## config.mk

```make
export PLATFORM = sky130hd
export DESIGN_NAME = anc_sample_ingress_flat
export DESIGN_NICKNAME = d
export VERILOG_FILES = /design/src/rtl/anc_sample_ingress_if.sv /design/src/rtl/anc_sample_ingress.sv /design/src/flat_wrapper.sv
export SDC_FILE = /design/constraint.sdc
export NUM_CORES = 1
export LEC_CHECK = 0
export CORE_MARGIN = 4
export CORE_UTILIZATION = 45
export CTS_CLUSTER_DIAMETER = 150
export CTS_CLUSTER_SIZE = 40
export DETAILED_ROUTE_END_ITERATION = 8
export PLACE_DENSITY = 0.66
export RECOVER_POWER = 25
export SYNTH_ARGS = -nofsm -noshare
export SYNTH_HDL_FRONTEND = slang
export SYNTH_SLANG_ARGS = --single-unit
export TNS_END_PERCENT = 50
```

## constraint.sdc

```tcl
create_clock -name clk -period 3.6 [get_ports clk]
set_input_delay 0.72 -clock clk [delete_from_list [all_inputs] [get_ports clk]]
set_output_delay 0.72 -clock clk [all_outputs]
set_load 0.03 [all_outputs]
```

## src/rtl/anc_sample_ingress_if.sv

```systemverilog
// Sample/handshake bundle between the ADC-side feeder, the ingress block and the ANC controller.
// Master is the environment (ADCs + controller); slave is anc_sample_ingress.
interface anc_sample_ingress_if;
  logic        x_valid;
  logic [15:0] x_sample;
  logic        e_valid;
  logic [15:0] e_sample;
  logic        controller_ready;
  logic        in_valid;
  logic [15:0] x_out;
  logic [15:0] e_out;

  modport master (
    output x_valid, x_sample, e_valid, e_sample, controller_ready,
    input  in_valid, x_out, e_out
  );

  modport slave (
    input  x_valid, x_sample, e_valid, e_sample, controller_ready,
    output in_valid, x_out, e_out
  );
endinterface

```

## src/rtl/anc_sample_ingress.sv

```systemverilog
// Pairs x/e mic samples, buffers pairs in a small FIFO and issues them one per ready window.
// Optional DC-removal stage on both channels is enabled by defining ANC_DC_BLOCK_EN.
module anc_sample_ingress #(
  parameter int DEPTH    = 4,
  parameter int AW       = 2,
  parameter int DC_SHIFT = 8
) (
  input  logic                      clk,
  input  logic                      rst_n,
  anc_sample_ingress_if.slave       bus,
  input  logic                      clr_cnt,
  output logic [AW:0]               fill,
  output logic [15:0]               ovf_cnt,
  output logic [15:0]               unpaired_cnt
);

  if (DEPTH < 2 || DEPTH != (1 << AW) || DC_SHIFT < 0 || DC_SHIFT > 31) begin : g_bad_params
    $error("anc_sample_ingress: DEPTH must be 2**AW and >= 2, DC_SHIFT in 0..31");
  end

  localparam logic [AW:0]   FULL_FILL = (AW+1)'(DEPTH);
  localparam logic [AW:0]   FILL_ONE  = (AW+1)'(1);
  localparam logic [AW-1:0] PTR_ONE   = AW'(1);

  typedef enum logic [1:0] {
    ST_IDLE    = 2'd0,
    ST_ISSUE   = 2'd1,
    ST_WAIT_LO = 2'd2
  } state_t;

  state_t        state_q, state_d;
  logic [15:0]   hx_q, hx_d, he_q, he_d;
  logic          hx_full_q, hx_full_d, he_full_q, he_full_d;
  logic [31:0]   mem_q [DEPTH];
  logic [31:0]   mem_d [DEPTH];
  logic [AW-1:0] wr_ptr_q, wr_ptr_d, rd_ptr_q, rd_ptr_d;
  logic [AW:0]   fill_q, fill_d;
  logic [15:0]   ovf_q, ovf_d, unp_q, unp_d;
  logic          in_valid_q, in_valid_d;
  logic [15:0]   x_out_q, x_out_d, e_out_q, e_out_d;

  logic          push_s, pop_s, push_acc_s, drop_s, unp_inc_s, fifo_full_s;
  logic [31:0]   head_s;
  logic [15:0]   x_proc_s, e_proc_s;

  // Pair completion, FIFO push/pop decisions and holding-register updates.
  always_comb begin
    push_s      = hx_full_q && he_full_q;
    fifo_full_s = (fill_q == FULL_FILL);
    pop_s       = (state_q == ST_IDLE) && (fill_q != '0) && bus.controller_ready;
    push_acc_s  = push_s && (!fifo_full_s || pop_s);
    drop_s      = push_s && fifo_full_s && !pop_s;
    head_s      = mem_q[rd_ptr_q];

    hx_d      = bus.x_valid ? bus.x_sample : hx_q;
    he_d      = bus.e_valid ? bus.e_sample : he_q;
    unp_inc_s = 1'b0;
    if (push_s) begin
      // Flags clear with the push; a strobe in this cycle refills the emptied register.
      hx_full_d = bus.x_valid;
      he_full_d = bus.e_valid;
    end else begin
      hx_full_d = hx_full_q || bus.x_valid;
      he_full_d = he_full_q || bus.e_valid;
      unp_inc_s = (bus.x_valid && hx_full_q && !he_full_q) ||
                  (bus.e_valid && he_full_q && !hx_full_q);
    end

    mem_d    = mem_q;
    wr_ptr_d = wr_ptr_q;
    if (push_acc_s) begin
      mem_d[wr_ptr_q] = {hx_q, he_q};
      wr_ptr_d        = wr_ptr_q + PTR_ONE;
    end else begin
      wr_ptr_d = wr_ptr_q;
    end
    rd_ptr_d = pop_s ? (rd_ptr_q + PTR_ONE) : rd_ptr_q;

    case ({push_acc_s, pop_s})
      2'b10:   fill_d = fill_q + FILL_ONE;
      2'b01:   fill_d = fill_q - FILL_ONE;
      default: fill_d = fill_q;
    endcase
  end

  // Saturating drop/unpaired counters; clear beats a simultaneous increment.
  always_comb begin
    if (clr_cnt) begin
      ovf_d = 16'h0000;
      unp_d = 16'h0000;
    end else begin
      ovf_d = (drop_s && ovf_q != 16'hFFFF) ? (ovf_q + 16'd1) : ovf_q;
      unp_d = (unp_inc_s && unp_q != 16'hFFFF) ? (unp_q + 16'd1) : unp_q;
    end
  end

  // Issue handshake: one pulse per pop, then wait for ready to drop before re-arming.
  always_comb begin
    state_d    = state_q;
    in_valid_d = 1'b0;
    x_out_d    = x_out_q;
    e_out_d    = e_out_q;
    case (state_q)
      ST_IDLE: begin
        if (pop_s) begin
          state_d    = ST_ISSUE;
          in_valid_d = 1'b1;
          x_out_d    = x_proc_s;
          e_out_d    = e_proc_s;
        end else begin
          state_d = ST_IDLE;
        end
      end
      ST_ISSUE: state_d = ST_WAIT_LO;
      ST_WAIT_LO: begin
        if (!bus.controller_ready) begin
          state_d = ST_IDLE;
        end else begin
          state_d = ST_WAIT_LO;
        end
      end
      default: state_d = ST_IDLE;
    endcase
  end

`ifdef ANC_DC_BLOCK_EN
  function automatic logic signed [16:0] dc_diff(input logic [15:0] s, input logic [31:0] m);
    dc_diff = $signed({s[15], s}) - $signed({m[31], m[31:16]});
  endfunction

  function automatic logic [15:0] sat16(input logic signed [16:0] d);
    if (d > 17'sd32767) begin
      sat16 = 16'h7FFF;
    end else if (d < -17'sd32768) begin
      sat16 = 16'h8000;
    end else begin
      sat16 = d[15:0];
    end
  endfunction

  function automatic logic [31:0] dc_mean_next(input logic [31:0] m, input logic signed [16:0] d);
    logic signed [32:0] step;
    step = $signed({d, 16'h0000}) >>> DC_SHIFT;
    dc_mean_next = m + step[31:0];
  endfunction

  logic [31:0]        mx_q, mx_d, me_q, me_d;
  logic signed [16:0] dx_s, de_s;

  // DC removal on the FIFO head; the leaky means only move when a pair is popped.
  always_comb begin
    dx_s     = dc_diff(head_s[31:16], mx_q);
    de_s     = dc_diff(head_s[15:0], me_q);
    x_proc_s = sat16(dx_s);
    e_proc_s = sat16(de_s);
    if (pop_s) begin
      mx_d = dc_mean_next(mx_q, dx_s);
      me_d = dc_mean_next(me_q, de_s);
    end else begin
      mx_d = mx_q;
      me_d = me_q;
    end
  end

  // DC mean registers.
  always_ff @(posedge clk) begin
    if (!rst_n) begin
      mx_q <= 32'h0000_0000;
      me_q <= 32'h0000_0000;
    end else begin
      mx_q <= mx_d;
      me_q <= me_d;
    end
  end
`else
  // Raw pass-through of the FIFO head.
  always_comb begin
    x_proc_s = head_s[31:16];
    e_proc_s = head_s[15:0];
  end
`endif

  // State registers; reset also empties the FIFO and suppresses any pending pulse.
  always_ff @(posedge clk) begin
    if (!rst_n) begin
      state_q    <= ST_IDLE;
      hx_q       <= 16'h0000;
      he_q       <= 16'h0000;
      hx_full_q  <= 1'b0;
      he_full_q  <= 1'b0;
      for (int i = 0; i < DEPTH; i++) begin
        mem_q[i] <= 32'h0000_0000;
      end
      wr_ptr_q   <= '0;
      rd_ptr_q   <= '0;
      fill_q     <= '0;
      ovf_q      <= 16'h0000;
      unp_q      <= 16'h0000;
      in_valid_q <= 1'b0;
      x_out_q    <= 16'h0000;
      e_out_q    <= 16'h0000;
    end else begin
      state_q    <= state_d;
      hx_q       <= hx_d;
      he_q       <= he_d;
      hx_full_q  <= hx_full_d;
      he_full_q  <= he_full_d;
      mem_q      <= mem_d;
      wr_ptr_q   <= wr_ptr_d;
      rd_ptr_q   <= rd_ptr_d;
      fill_q     <= fill_d;
      ovf_q      <= ovf_d;
      unp_q      <= unp_d;
      in_valid_q <= in_valid_d;
      x_out_q    <= x_out_d;
      e_out_q    <= e_out_d;
    end
  end

  assign bus.in_valid  = in_valid_q;
  assign bus.x_out     = x_out_q;
  assign bus.e_out     = e_out_q;
  assign fill          = fill_q;
  assign ovf_cnt       = ovf_q;
  assign unpaired_cnt  = unp_q;

endmodule

```

## src/flat_wrapper.sv

```systemverilog
// flat-port wrapper written by rule: the top's interface ports become plain ports
module anc_sample_ingress_flat 
#(
  parameter int DEPTH    = 4,
  parameter int AW       = 2,
  parameter int DC_SHIFT = 8
)
  (clk, rst_n, clr_cnt, fill, ovf_cnt, unpaired_cnt, bus_x_valid, bus_x_sample, bus_e_valid, bus_e_sample, bus_controller_ready, bus_in_valid, bus_x_out, bus_e_out);
  anc_sample_ingress_if bus_i ();
  input  logic clk;
  input  logic rst_n;
  input  logic clr_cnt;
  output logic [AW:0] fill;
  output logic [15:0] ovf_cnt;
  output logic [15:0] unpaired_cnt;
  input wire logic [$bits(bus_i.x_valid)-1:0] bus_x_valid;
  input wire logic [$bits(bus_i.x_sample)-1:0] bus_x_sample;
  input wire logic [$bits(bus_i.e_valid)-1:0] bus_e_valid;
  input wire logic [$bits(bus_i.e_sample)-1:0] bus_e_sample;
  input wire logic [$bits(bus_i.controller_ready)-1:0] bus_controller_ready;
  output wire logic [$bits(bus_i.in_valid)-1:0] bus_in_valid;
  output wire logic [$bits(bus_i.x_out)-1:0] bus_x_out;
  output wire logic [$bits(bus_i.e_out)-1:0] bus_e_out;
  assign bus_i.x_valid = bus_x_valid;
  assign bus_i.x_sample = bus_x_sample;
  assign bus_i.e_valid = bus_e_valid;
  assign bus_i.e_sample = bus_e_sample;
  assign bus_i.controller_ready = bus_controller_ready;
  assign bus_in_valid = bus_i.in_valid;
  assign bus_x_out = bus_i.x_out;
  assign bus_e_out = bus_i.e_out;
  anc_sample_ingress #(.DEPTH(DEPTH), .AW(AW), .DC_SHIFT(DC_SHIFT)) u_core (.clk(clk), .rst_n(rst_n), .bus(bus_i), .clr_cnt(clr_cnt), .fill(fill), .ovf_cnt(ovf_cnt), .unpaired_cnt(unpaired_cnt));
endmodule
```

==> metrics.md, run 1 <==
| Metric | Value |
|---|---|
| Most common cell after layout, fill and taps aside | nand2_1 |
| Slew Limit Fails | 205 |
| Top cell family by delay on the critical path | buffers and inverters |
| Worst Path Buf+Inv | 3 |
| R2r setup slk | 1.14 ns |
| Area growth from synthesis to layout | 13.2% |
| Sequential share of the synthesized area | 0.467 |
| Outcome | finished, violations left |
| Die Span Y | 158 um |
| Setup CP Type | primary input to flip-flop |
| Post-CTS sizing | 0 |
| Relative max-transition margin | -0.221 |
| Initial core utilization | 0.460 |
| Final min period | 2.56 ns |
| CTS tree | built |
| Via count | 7,447 |
| I/O pin count | 106 |
| Critical Path Sink Type | flip-flop |
| Max incr delay on CP | 0.53 ns |
| Setup violations, final | 0 |
| PwrDens | 391 nW/um2 |
| Nets | 1,184 |
| Cell taking the most area after synthesis | dfxtp_1 |
| Share of the synthesized area in the top cell type | 0.467 |
| Slowest CP cell | clkdlybuf4s50_1 |
| Cell area after synthesis | 10,100 um2 |
| Most frequent cells in the layout | nand2_1 (331), dfxtp_1 (234), a21boi_1 (112), clkdlybuf4s50_1 (100), a21boi_0 (50) |
| Congestion Overflow GR | 0 |
| Netlist cell types | 46 |
| Vias per inst | 5.26 |
| Critical Path Start Type | primary input |
| Hold Slack | 0.459 ns |
| Wire per inst | 16.0 um |
| Final worst setup slack | 1.04 ns |
| Clock Skew | 0.0236 ns |
| Antenna violations before repair | 0 |
| Drt drc | 0 |
| WP data required | 4.02 ns |
| Antenna Violating Nets Remaining | 0 |
| Clock slew at reported path FFs | 0.15 ns |
| Synth Instances | 1,080 |
| Failing checks | capacitance limit, slew limit |
| Crit-path cells | clkdlybuf4s50_1 > nor3b_4 > o31ai_4 > inv_2 > ha_1 > inv_1 > fa_1 > xor2_1 > or3_1 > a21boi_0 |
| Die area | 24,900 um2 |
| CTS max path bufs | 3 |
| Max Freq | 390 MHz |
| Synth top area cells | dfxtp_1 (47%), nand2_1 (12%), a21boi_1 (8.3%) |
| Die W | 158 um |
| Avg Cell Area, Syn | 9.36 um2 |
| Final Hold Viols | 0 |
| Maxcap violations | 1 |
| Final cycle utilization of the critical path | 0.712 |
| Synth Register Bits | 236 |
| Syn Nets | 1,126 |
| Number of global-route vias before repair | 7,064 |
| First-pass GRT wire length | 37,100 um |
| Port Buf Inserts | 105 |
| Max VDD drop | 0.000292 V |
| H-tree depth reported by CTS | 1 |
| Setup TNS | 0 ns |
| # diodes | 0 |
| Post-detail-place hpwl | 13,500 um |
| Clock latency on the worst-skew pair | 0.49 ns |
| Critical Path Fanout Max | 5 |
| YS warnings | 0 |
| CTS Root Cell | clkbuf_16 |
| LEAKAGE | 3.83 nW |
| Total CTS buffers | 9 |
| Drt initial violations | 550 |
| Critical Path AT | 2.98 ns |
| Pre-Repair DR Iteration Count | 5 |
| Largest net degree at the start of global routing | 205 |
| Final WL | 22,600 um |
| Setup WS pre-CTS | 0.433 ns |
| CTS Hold Bufs | 0 |
| RSZ-0062 raised after global routing | no |
| Placer Congestion | 0.737 |
| # clock sinks | 236 |
| Placement Rows | 54 |
| Share of layout cells above drive strength 1 | 0.0598 |
| GRT Util Overall | 0.180 |
| Core area | 22,000 um2 |
| Setup Buffers After CTS | 0 |
| HP Class | flip-flop to flip-flop |
| Worst-Margin Slew | 1.83 ns |
## worst paths after layout
check                     endpoint            startpoint  cells past startpoint
setup reg to reg    u_core.fill[2]        u_core.fill[2]                      9
setup / recovery    u_core.fill[2]  bus_controller_ready                     10
hold reg to reg   u_core.mem_q[36]      u_core.mem_q[36]                      2
hold / removal    u_core.mem_q[36]      u_core.mem_q[36]                      2
## synth_stat cells (all sizes together)
cell type  number
nand2         335
dfxtp         236
a21boi        162
buf            41
mux2i          37
nor2b          35
clkbuf         33
mux4           32
nor2           30
xor2           23
nand3          14
and2           13
and3           11
nand4          10
inv             8
ha              7
and4            6
xnor2           6
o211ai          5
o21ai           5
o2111ai         4
a211oi          3
a21oi           3
nand3b          3
nand2b          2
nor3            2
o21a            2
a311oi          1
a31oi           1
fa              1
nor3b           1
nor4            1
nor4b           1
o21ba           1
o31a            1
o31ai           1
or3             1
or3b            1
or4             1
## routing by layer
| layer | vias up | global-route usage | routed length [um] |
|---|---|---|---|
| met5 | - | 0 | 0 |
| met4 | 0 | 0.0340 | 204 |
| met3 | 17 | 0.0189 | 964 |
| met2 | 140 | 0.307 | 10800 |
| met1 | 3567 | 0.251 | 10600 |
| li1 | 3723 | - | - |
## power by group
part | leakage [nW] | switching [mW] | internal (mW)
registers | 1.91 | 0.0586 | 2.66
clock network | 0.125 | 0.770 | 0.530
logic | 1.80 | 0.255 | 0.209
## per-stage QoR
| stage | instance area, um2 | cells | power [mW] | utilization |
|---|---|---|---|---|
| final | 11400 | 1417 | 4.48 | 0.521 |
| after global routing | 11400 | 1417 | 4.66 | 0.521 |
| after CTS | 11500 | 1417 | 4.55 | 0.523 |
| after detailed placement | 11200 | 1407 | 3.25 | 0.512 |
| after global placement | 11200 | 1407 | 3.25 | 0.512 |
| after floorplan | 10100 | 1080 | 3.08 | - |
## flip-flops by register name, indices dropped and copies added, names as in the netlist
name and cells:
u_core.fill 3, u_core.wr_ptr_q 2, u_core.he_q 16, u_core.bus.e_out 16, u_core.mem_q 128, u_core.bus.x_out 16
u_core.hx_full_q 1, u_core.hx_q 16, u_core.rd_ptr_q 2, u_core.bus.in_valid 1, u_core.unpaired_cnt 16, u_core.state_q 2
u_core.ovf_cnt 16, u_core.he_full_q 1
## layout make-up
| cell class | count | area [um2] |
|---|---|---|
| Clock buffer | 9 | 225 |
| Clock inverter | 1 | 30.0 |
| Fill cell | 2042 | 10500 |
| Inverter | 8 | 30.0 |
| Multi-Input combinational cell | 762 | 4920 |
| Sequential cell | 236 | 4730 |
| Tap cell | 280 | 350 |
| Timing Repair Buffer | 121 | 1160 |
## worst min-delay path: stages, from the launching register on
cell and delay [ns]:
dfxtp_1 0.33, nand2_1 0.05, a21boi_1 0.05
## cell families (layout without fill, tap and decap cells)
kind of cell,Yosys count,after routing,share of synthesized area
AND/OR/NAND/NOR,467,467,0.205
multiplexers,69,69,0.108
buffers and inverters,82,139,0.0441
XOR/XNOR,29,29,0.0251
AO/OA/AOI/OAI,189,189,0.140
adder cells (fa/ha/maj),8,8,0.0106
flip-flops,236,236,0.467
Power figures use the tool's default switching activity.
==> run 2: changes to the inputs <==
clock period = 2.6 ns   (was 3.6 ns; I/O delays follow)
==> metrics.md, run 2 (synthesis results as in run 1) <==
| Metric | Value |
|---|---|
| Flop pwr share | 0.600 (-0.006) |
| Slew Limit Fails | 205 (unchanged) |
| Sw frac | 0.243 (+0.000694) |
| Final Hold Viols | 0 (unchanged) |
| Core area | 22,000 um2 (unchanged) |
| Reg2reg end | u_core.fill[2] |
| Worst Hold End | u_core.mem_q[62] |
| Max reg flops | 128 (unchanged) |
| Setup CP Type | flip-flop to flip-flop |
| Pint | 4.73 mW (+39%) |
| Setup TNS | 0 ns (unchanged) |
| Switching pwr | 1.52 mW (+40%) |
| Antenna Violating Nets Remaining | 0 (unchanged) |
| Max VDD drop | 0.000429 V (+47%) |
| Setup WS pre-CTS | -0.217 ns (-0.650 ns) |
| Max Freq | 418 MHz |
| Reg with most FFs | u_core.mem_q |
| Most common cell after layout, fill and taps aside | nand2_1 |
| Worst Hold Launch | u_core.mem_q[62] |
| R2r setup slk | 0.21 ns (-0.93 ns) |
| Reg2reg start | u_core.fill[1] |
| GRT Util Overall | 0.178 (-0.00218) |
| Comb pwr share | 0.110 (+0.006) |
| Total CTS buffers | 9 (unchanged) |
| Port Buf Inserts | 105 (unchanged) |
| Clock latency on the worst-skew pair | 0.48 ns (about the same) |
| Vias per inst | 5.19 (-1.3%) |
| Area growth from synthesis to layout | 15.3% |
| Relative max-transition margin | -0.216 (+0.00508) |
| Congestion Overflow GR | 0 (unchanged) |
| # diodes | 0 (unchanged) |
| WP data required | 3.01 ns (-1.01 ns) |
| Final WL | 22,500 um (-0.79%) |
| CTS tree | built |
| Critical Path Sink Type | flip-flop |
| CTS Hold Bufs | 0 (unchanged) |
| First-pass GRT wire length | 36,400 um (-1.8%) |
| Placement Rows | 54 (unchanged) |
| Final cycle utilization of the critical path | 0.920 |
| Placer Congestion | 0.774 (+5.1%) |
| R2r worst-path depth | 9 (unchanged) |
| CTS Root Cell | clkbuf_16 |
| Critical Path Start Type | flip-flop |
| Clock slew at reported path FFs | 0.15 ns (about the same) |
| Clock power share | 0.290 (about the same) |
| Final worst setup slack | 0.208 ns (-0.829 ns) |
| HP Class | flip-flop to flip-flop |
| Die W | 158 um (unchanged) |
| Post-detail-place hpwl | 13,600 um (+0.81%) |
| Worst-Margin Slew | 1.82 ns (-0.00762 ns) |
| Critical Path AT | 2.80 ns (-0.18 ns) |
| Critical Path Fanout Max | 5 (unchanged) |
| Failing checks | capacitance limit, slew limit |
| Pre-Repair DR Iteration Count | 5 (unchanged) |
| Wire per inst | 15.7 um (-1.6%) |
| Via count | 7,415 (-0.43%) |
| # clock sinks | 236 (unchanged) |
| Clock Skew | 0.0148 ns (-0.00883 ns) |
| Largest net degree at the start of global routing | 205 (unchanged) |
| H-tree depth reported by CTS | 1 (unchanged) |
| Initial core utilization | 0.460 (unchanged) |
| PwrDens | 536 nW/um2 (+37%) |
| Number of global-route vias before repair | 7,029 (-0.50%) |
| Setup violations, final | 0 (unchanged) |
| CTS max path bufs | 3 (unchanged) |
| LEAKAGE | 3.92 nW (+2.3%) |
| Die Span Y | 158 um (unchanged) |
| I/O pin count | 106 (unchanged) |
| Nets | 1,196 (+1.0%) |
| Drt drc | 0 (unchanged) |
| Antenna violations before repair | 0 (unchanged) |
| Hold Path Depth | 2 (unchanged) |
| Final min period | 2.39 ns |
| Die area | 24,900 um2 (unchanged) |
| Maxcap violations | 1 (unchanged) |
| Drt initial violations | 450 (-18%) |
| RSZ-0062 raised after global routing | no |
| Most frequent cells in the layout | nand2_1 (331), dfxtp_1 (233), a21boi_1 (112), clkdlybuf4s50_1 (102), a21boi_0 (50) |
| Share of layout cells above drive strength 1 | 0.0696 (+0.00982) |
| Outcome | finished, violations left |
## run 2: changes by cell type in the layout (fill, tap and decap cells not counted), sizes merged
cell           previous run  this run
clkdlybuf4s50           100       102
clkbuf                   12        14
buf                      14        24
dlygate4sd3               4         2
## run 2: power groups by stage
stage	Clock [mW]	Combinational, mW	Sequential (mW)
floorplan	0	0.446	3.83
CTS	1.88	0.704	3.75
global route	1.99	0.752	3.76
global placement	0	0.693	3.83
detailed placement	0	0.702	3.83
finish	1.81	0.687	3.75
## run 2: repair_timing
item	in CTS	in global routing
hold endpoints to repair	0	0
endpoints found under the setup margin	0	1
gates resized for setup	0	1
buffers inserted	0	0
## run 2: worst max-delay path: stages, from the launching register on
cell and delay [ns]:
dfxtp_1 0.41, or3b_4 0.42, o21ba_1 0.20, inv_1 0.06
ha_1 0.16, inv_1 0.06, fa_1 0.39, xor2_1 0.16
or3_1 0.30, a21boi_0 0.16
## run 2: final cells by class
class	count	area, um2
clock inverters	1	30.0
flip-flops and latches	236	4730
clock buffers	9	225
well taps	280	350
repair buffers	133	1370
inverters	8	30.0
fillers	2036	10300
multi-input cells	762	4920
## run 2: layer usage
layer,part of all wire,up-vias,track usage
li1,-,3742,-
met2,0.48,134,0.307
met4,0.010,0,0.0295
met3,0.042,13,0.0186
met5,0,-,0
met1,0.47,3526,0.246
## run 2: worst max path at each step
stage	slack (ns)	cells after the start	from	endpoint
6_report	0.21	9	u_core.fill[1]	u_core.fill[2]
5_1_grt	0.03	5	u_core.fill[1]	u_core.ovf_cnt[4]
4_1_cts	0.16	9	u_core.fill[2]	u_core.fill[2]
3_5_place_dp	-0.22	10	bus_controller_ready	u_core.fill[2]
3_3_place_gp	-0.15	10	bus_controller_ready	u_core.fill[2]
2_1_floorplan	0.02	10	bus_controller_ready	u_core.fill[2]
## run 2: stage by stage
step | utilization | hold WS, ns | total power, mW | instances | instance area [um2]
finish | 0.531 | 0.459 | 6.25 | 1429 | 11700
CTS | 0.533 | 0.462 | 6.33 | 1429 | 11700
global route | 0.531 | 0.473 | 6.50 | 1429 | 11700
global placement | 0.522 | 0.437 | 4.52 | 1419 | 11500
detailed placement | 0.522 | 0.444 | 4.53 | 1419 | 11500
floorplan | - | 0.432 | 4.27 | 1080 | 10100
==> patch 1, RTL diff (settings of run 2) <==
Register the output `unpaired_cnt` once more, with the module's reset; this adds one clock of latency there. The other outputs are not delayed to match.
--- a/src/rtl/anc_sample_ingress.sv
+++ b/src/rtl/anc_sample_ingress.sv
@@ -224,3 +224,9 @@
   assign ovf_cnt       = ovf_q;
-  assign unpaired_cnt  = unp_q;
+  always_ff @(posedge clk) begin
+    if (!rst_n) begin
+      unpaired_cnt <= '0;
+    end else begin
+      unpaired_cnt <= unp_q;
+    end
+  end
 
Behaviour: not the same (a bounded check fails within 4 cycles, from zero or initial values and one cycle with rst_n low).
==> patch 1 against run 2 <==
  * The run still ends with max-capacitance violations, max-slew violations left
  * Synthesized cell count grew 4.7%
  * Sequential power grew 6.7%
  * Setup slack gained 0.011 ns
  * Synthesized area grew 3.4%
  * Wire length grew 5.5%
  * Cell area grew 4.6%
  * Total power grew 6.3%
  * Sequential cell count grew 16
  * Largest cell class is now flip-flops and latches
==> patch 1: results (changes against run 2) <==
stage	metric	value	unit	change
status	status	finished, violations left		
status	violations	max-capacitance violations, max-slew violations		
cells_and_area	final_layout_size_suffix_gt1_share	7.52	%	+0.56 points
worst_setup_path	crit_fanout	2		-3
worst_setup_path	rr_endpoint	u_core.fill[2]		
sta	finalSetupViolCount	0		unchanged
placed_design	place_inst	1511		+6.5%
detailed_routing	wire_per_inst	15.6	um	-0.97%
synthesis	syn_inst	1131		+4.7%
cts	cts_root_buffer	clkbuf_16		
detailed_routing	wl_met2	11.4	mm	+5.5%
cts	numCtsBuffers	10		+1
synthesis	synth_cell_type_count	50		+8.7%
cells_and_area	num-fill-cells	2076		+2.0%
synthesis	syn_nets	1177		+4.5%
placed_design	place_ws	-0.298	ns	-0.0810 ns
global_routing	grt_max_degree	188		-8.3%
global_routing	grt.met1_usage	25.2	%	+0.61 points
worst_setup_path	timing.rr.start	u_core.state_q[1]		
worst_setup_path	cp_slowest_stage_delay	0.48	ns	+0.06 ns
detailed_routing	top_layer	met4		
pwr	p_leak	3.96	nW	+0.91%
global_routing	grt_use_met2	31.5	%	+0.80 points
worst_setup_path	crit_type	in2reg		
placed_design	gp_congestion	0.778		+0.57%
placed_design	dp_hpwl	15.3	mm	+12%
worst_setup_path	worst_ep_arrival_time	2.81	ns	about the same
detailed_routing	met1_length	10.9	mm	+4.5%
min_path	hold_path.class	in2reg		
cts	clockBufferDepth	3		unchanged
min_path	min-delay-start	rst_n		
sta	hold_violations	0		unchanged
global_routing	met3_usage	1.87	%	+0.014 points
cells_and_area	nets	1256		+5.0%
cts	ctsResizeCount	0		unchanged
synthesis	post-synth-top-count-cell	nand2_1		
sta	fin_skew	0.0440	ns	+0.0292 ns
sta	maxSlewViolCount	188		-8.3%
synthesis	yosysTopAreaCell	dfxtp_1		
global_routing	grtUsageTotal	18.2	%	+0.45 points
sta	max_freq	420	MHz	+0.44%
pwr	ir_drop	0.000536	V	+25%
worst_setup_path	rrSetupSlack	0.37	ns	+0.16 ns
worst_setup_path	crit_slowest_cell	clkdlybuf4s50_1		
detailed_routing	vias_per_cell	5.12		-1.3%
job	cap_violations	1		unchanged
sta	slew_headroom	-7.75	%	+14 points
synthesis	seq_area_frac_synth	48.3	%	+1.5 points
synthesis	netlist_top_cells_area	dfxtp_1 (48%), nand2_1 (12%), a21boi_0 (11%)		
detailed_routing	met3_length	1.01	mm	+8.5%
worst_setup_path	r2r_cells	9		unchanged
detailed_routing	vias	7801		+5.2%
cells_and_area	top_register	u_core.mem_q		
detailed_routing	drt-initial-drc-count	503		+12%
global_routing	grt_pass1_wl	39.6	mm	+8.8%
global_routing	grt_pass1_vias	7547		+7.4%
worst_setup_path	crit_start	bus_controller_ready		
synthesis	synth.cells.most_frequent	nand2_1 (344), dfxtp_1 (252), a21boi_0 (155), clkbuf_1 (50), nor2b_1 (36)		
==> patch 1: layout make-up <==
cell class	instances	area (um^2)	area share, %
clock buffers	11	275	2.26
inverters	12	57.6	0.472
flip-flops and latches	252	5050	41.4
multi-input cells	791	5010	41.1
clock inverters	1	30.0	0.246
repair buffers	143	1390	11.4
well taps	313	392	3.21
==> patch 1: logic make-up (layout without fill, tap and decap cells) <==
logic type,after synthesis,after routing,share of synthesized area (%)
DFF,252,252,48.3
xor gates and xnor gates,22,22,1.84
AOI/OAI and AO/OA,199,199,13.9
adders and majority gates,8,8,1.03
and+or+nand+nor,497,497,21.0
buffers and inverters,88,167,3.91
muxes,65,65,10.1
==> patch 1: how the worst min path moves through the flow <==
stage / endpoint / slack (ns) / cells past startpoint
floorplan: u_core.mem_q[34] / 0.43 / 2
global placement: u_core.mem_q[36] / 0.44 / 2
detailed placement: u_core.mem_q[36] / 0.44 / 2
CTS: u_core.bus.e_out[12] / 0.43 / 2
global route: u_core.bus.e_out[13] / 0.43 / 2
finish: u_core.bus.e_out[8] / 0.44 / 2
==> patch 1: report_power, final <==
group / switching [W] / total (W) / leakage [nW] / internal, W
Clock: 0.00117 / 0.00196 / 0.147 / 0.000790
Sequential: 0.0000733 / 0.00400 / 2.04 / 0.00392
Combinational: 0.000370 / 0.000681 / 1.77 / 0.000311
Total: 0.00162 / 0.00664 / 3.96 / 0.00502
==> patch 1: through the flow <==
| step | instance area (um^2) | hold slack (ns) |
|---|---|---|
| 4_1_cts | 12200 | 0.434 |
| 5_1_grt | 12200 | 0.434 |
| 3_3_place_gp | 11900 | 0.442 |
| 2_1_floorplan | 10500 | 0.432 |
| 6_report | 12200 | 0.443 |
| 3_5_place_dp | 11900 | 0.443 |
==> patch 2, RTL diff (flow settings as in run 2) <==
Without the edit above. Add a define of `ANC_DC_BLOCK_EN`.
--- a/src/rtl/anc_sample_ingress.sv
+++ b/src/rtl/anc_sample_ingress.sv
@@ -2,2 +2,4 @@
 // Optional DC-removal stage on both channels is enabled by defining ANC_DC_BLOCK_EN.
+`define ANC_DC_BLOCK_EN
+
 module anc_sample_ingress #(
Behaviour: not the same (Yosys sat finds a counterexample within 10 cycles, from zero or initial values and one cycle with rst_n low).
==> patch 2 against run 2 <==
  * The flow finishes with violations (negative setup slack)
  * Total power increased to 4.8 times the old value
  * Sequential power grew 38%
  * Count of clock-buffer cells in the layout up 2
  * Synthesized area increased by 49%
  * Setup slack lost 2.1 ns
  * Synthesized cell count up 67%
  * Wire length grew 100%
  * Via count increased by 95%
  * Cell area increased by 82%
  * Non-clock buffer count increased by 359
  * Sequential cell count grew 48
  * Global-route usage rose by 5.9 points
  * Largest cell class unchanged
==> patch 2: results (changes against run 2) <==
stage	metric	value	unit	change
status	status	finished, violations left		
status	violations	negative setup slack		
min_path	hold_end	u_core.mem_q[16]		
global_routing	grt.met1_usage	32.3	%	+7.7 points
sta	setup_tns	-87.58	ns	-87.58 ns
synthesis	synth_cell_type_count	76		+65%
synthesis	seq_area_frac_synth	37.7	%	-9.0 points
synthesis	synth.cells.most_frequent	nand2_1 (389), dfxtp_1 (284), a21oi_1 (166), nor2_1 (111), ha_1 (86)		
pwr	ir_drop	0.000913	V	+110%
cells_and_area	num-fill-cells	2620		+29%
global_routing	antenna_found_initial	1		+1
worst_setup_path	crit_slowest_cell	dfxtp_4		
sta	fin_skew	0.0849	ns	+0.0701 ns
cts	clk_pin_slew_worst_paths	0.17	ns	+0.02 ns
placed_design	dp_hpwl	30.7	mm	+130%
worst_setup_path	crit_fanout	4		-1
global_routing	met3_usage	3.54	%	+1.7 points
cts	numCtsBuffers	11		+2
sta	fin_ws	-1.88	ns	-2.08 ns
global_routing	grt_pass1_wl	71.8	mm	+97%
sta	slew_headroom	16.8	%	+38 points
detailed_routing	wirelength	45.5	mm	+100%
pwr	p_leak	8.40	nW	+110%
placed_design	place_inst	2574		+81%
placed_design	placedInstanceArea	19000	um^2	+66%
worst_setup_path	crit_type	reg2reg		
cells_and_area	nets	2345		+96%
placed_design	gp_congestion	0.916		+18%
sta	finalSetupViolCount	76		+76
synthesis	syn_area_per_cell	8.35	um^2	-11%
global_routing	grtUsageTotal	23.7	%	+5.9 points
worst_setup_path	r2r_cells	22		+13
global_routing	grt_max_degree	131		-36%
synthesis	syn_nets	1936		+72%
cts	clock_latency	0.53	ns	+0.05 ns
worst_setup_path	worst_ep_arrival_time	4.92	ns	+2.12 ns
synthesis	netlist_top_cells_area	dfxtp_1 (38%), nand2_1 (9.7%), ha_1 (7.1%)		
worst_setup_path	rr_endpoint	u_core.mx_q[31]		
cells_and_area	final_layout_size_suffix_gt1_share	29.5	%	+23 points
global_routing	grt_use_met2	39.6	%	+8.9 points
detailed_routing	drt-initial-drc-count	852		+89%
pwr	p_sw	0.0127	W	+740%
cells_and_area	stdcell_count	2658		+86%
worst_setup_path	timing.rr.start	u_core.rd_ptr_q[1]		
worst_setup_path	crit_family	compound AO/OA/AOI/OAI gates		
worst_setup_path	cp_slowest_stage_delay	0.39	ns	-0.03 ns
detailed_routing	vias	14443		+95%
[patch 2: stage by stage]
step | hold slack [ns] | util (%) | setup WS (ns)
after floorplan | 0.433 | - | -1.80
after global placement | 0.441 | 58.0 | -1.92
after detailed placement | 0.445 | 58.0 | -2.01
after CTS | 0.463 | 63.0 | -1.82
after global routing | 0.480 | 64.8 | -2.08
final | 0.461 | 64.8 | -1.88
[patch 2: what timing repair did]
action | 4_1_cts | 5_1_grt
setup endpoints to repair | 76 | 76
pin swaps | 127 | 77
setup buffers | 68 | 19
gates resized for setup | 192 | 84
endpoints found under the hold margin | 0 | 0
gates cloned | 1 | 0
[patch 2: logic make-up (layout without fill, tap and decap cells)]
logic type	Yosys count	in the layout	synth area share [%]
AND/OR/NAND/NOR	627	627	17.6
adder cells (fa/ha/maj)	92	92	7.87
buffers and inverters	176	584	4.42
XOR/XNOR	85	85	4.94
other	0	1	0
AO/OA/AOI/OAI	472	472	20.1
multiplexers	71	71	7.37
flip-flops	284	284	37.7
[patch 2: layer usage]
metal	vias up	part of all wire, %
li1	7054	-
met1	6939	46
met2	369	47
met3	81	5.3
met4	0	2.2
met5	-	0
[patch 2: cell type report]
cell class              count  area share, %
diodes                      1         0.0118
clock buffers              11           1.30
clock inverters             1          0.141
inverters                  80           1.47
multi-input cells        1347           47.5
flip-flops and latches    284           26.8
well taps                 442           2.60
repair buffers            492           20.1
[patch 2: power by group through the flow]
stage | registers (W) | logic, W | clock network (W)
6_report | 0.00519 | 0.0225 | 0.00223
5_1_grt | 0.00526 | 0.0239 | 0.00243
4_1_cts | 0.00518 | 0.0203 | 0.00229
3_5_place_dp | 0.00526 | 0.0165 | 0
3_3_place_gp | 0.00525 | 0.0162 | 0
2_1_floorplan | 0.00558 | 0.00896 | 0
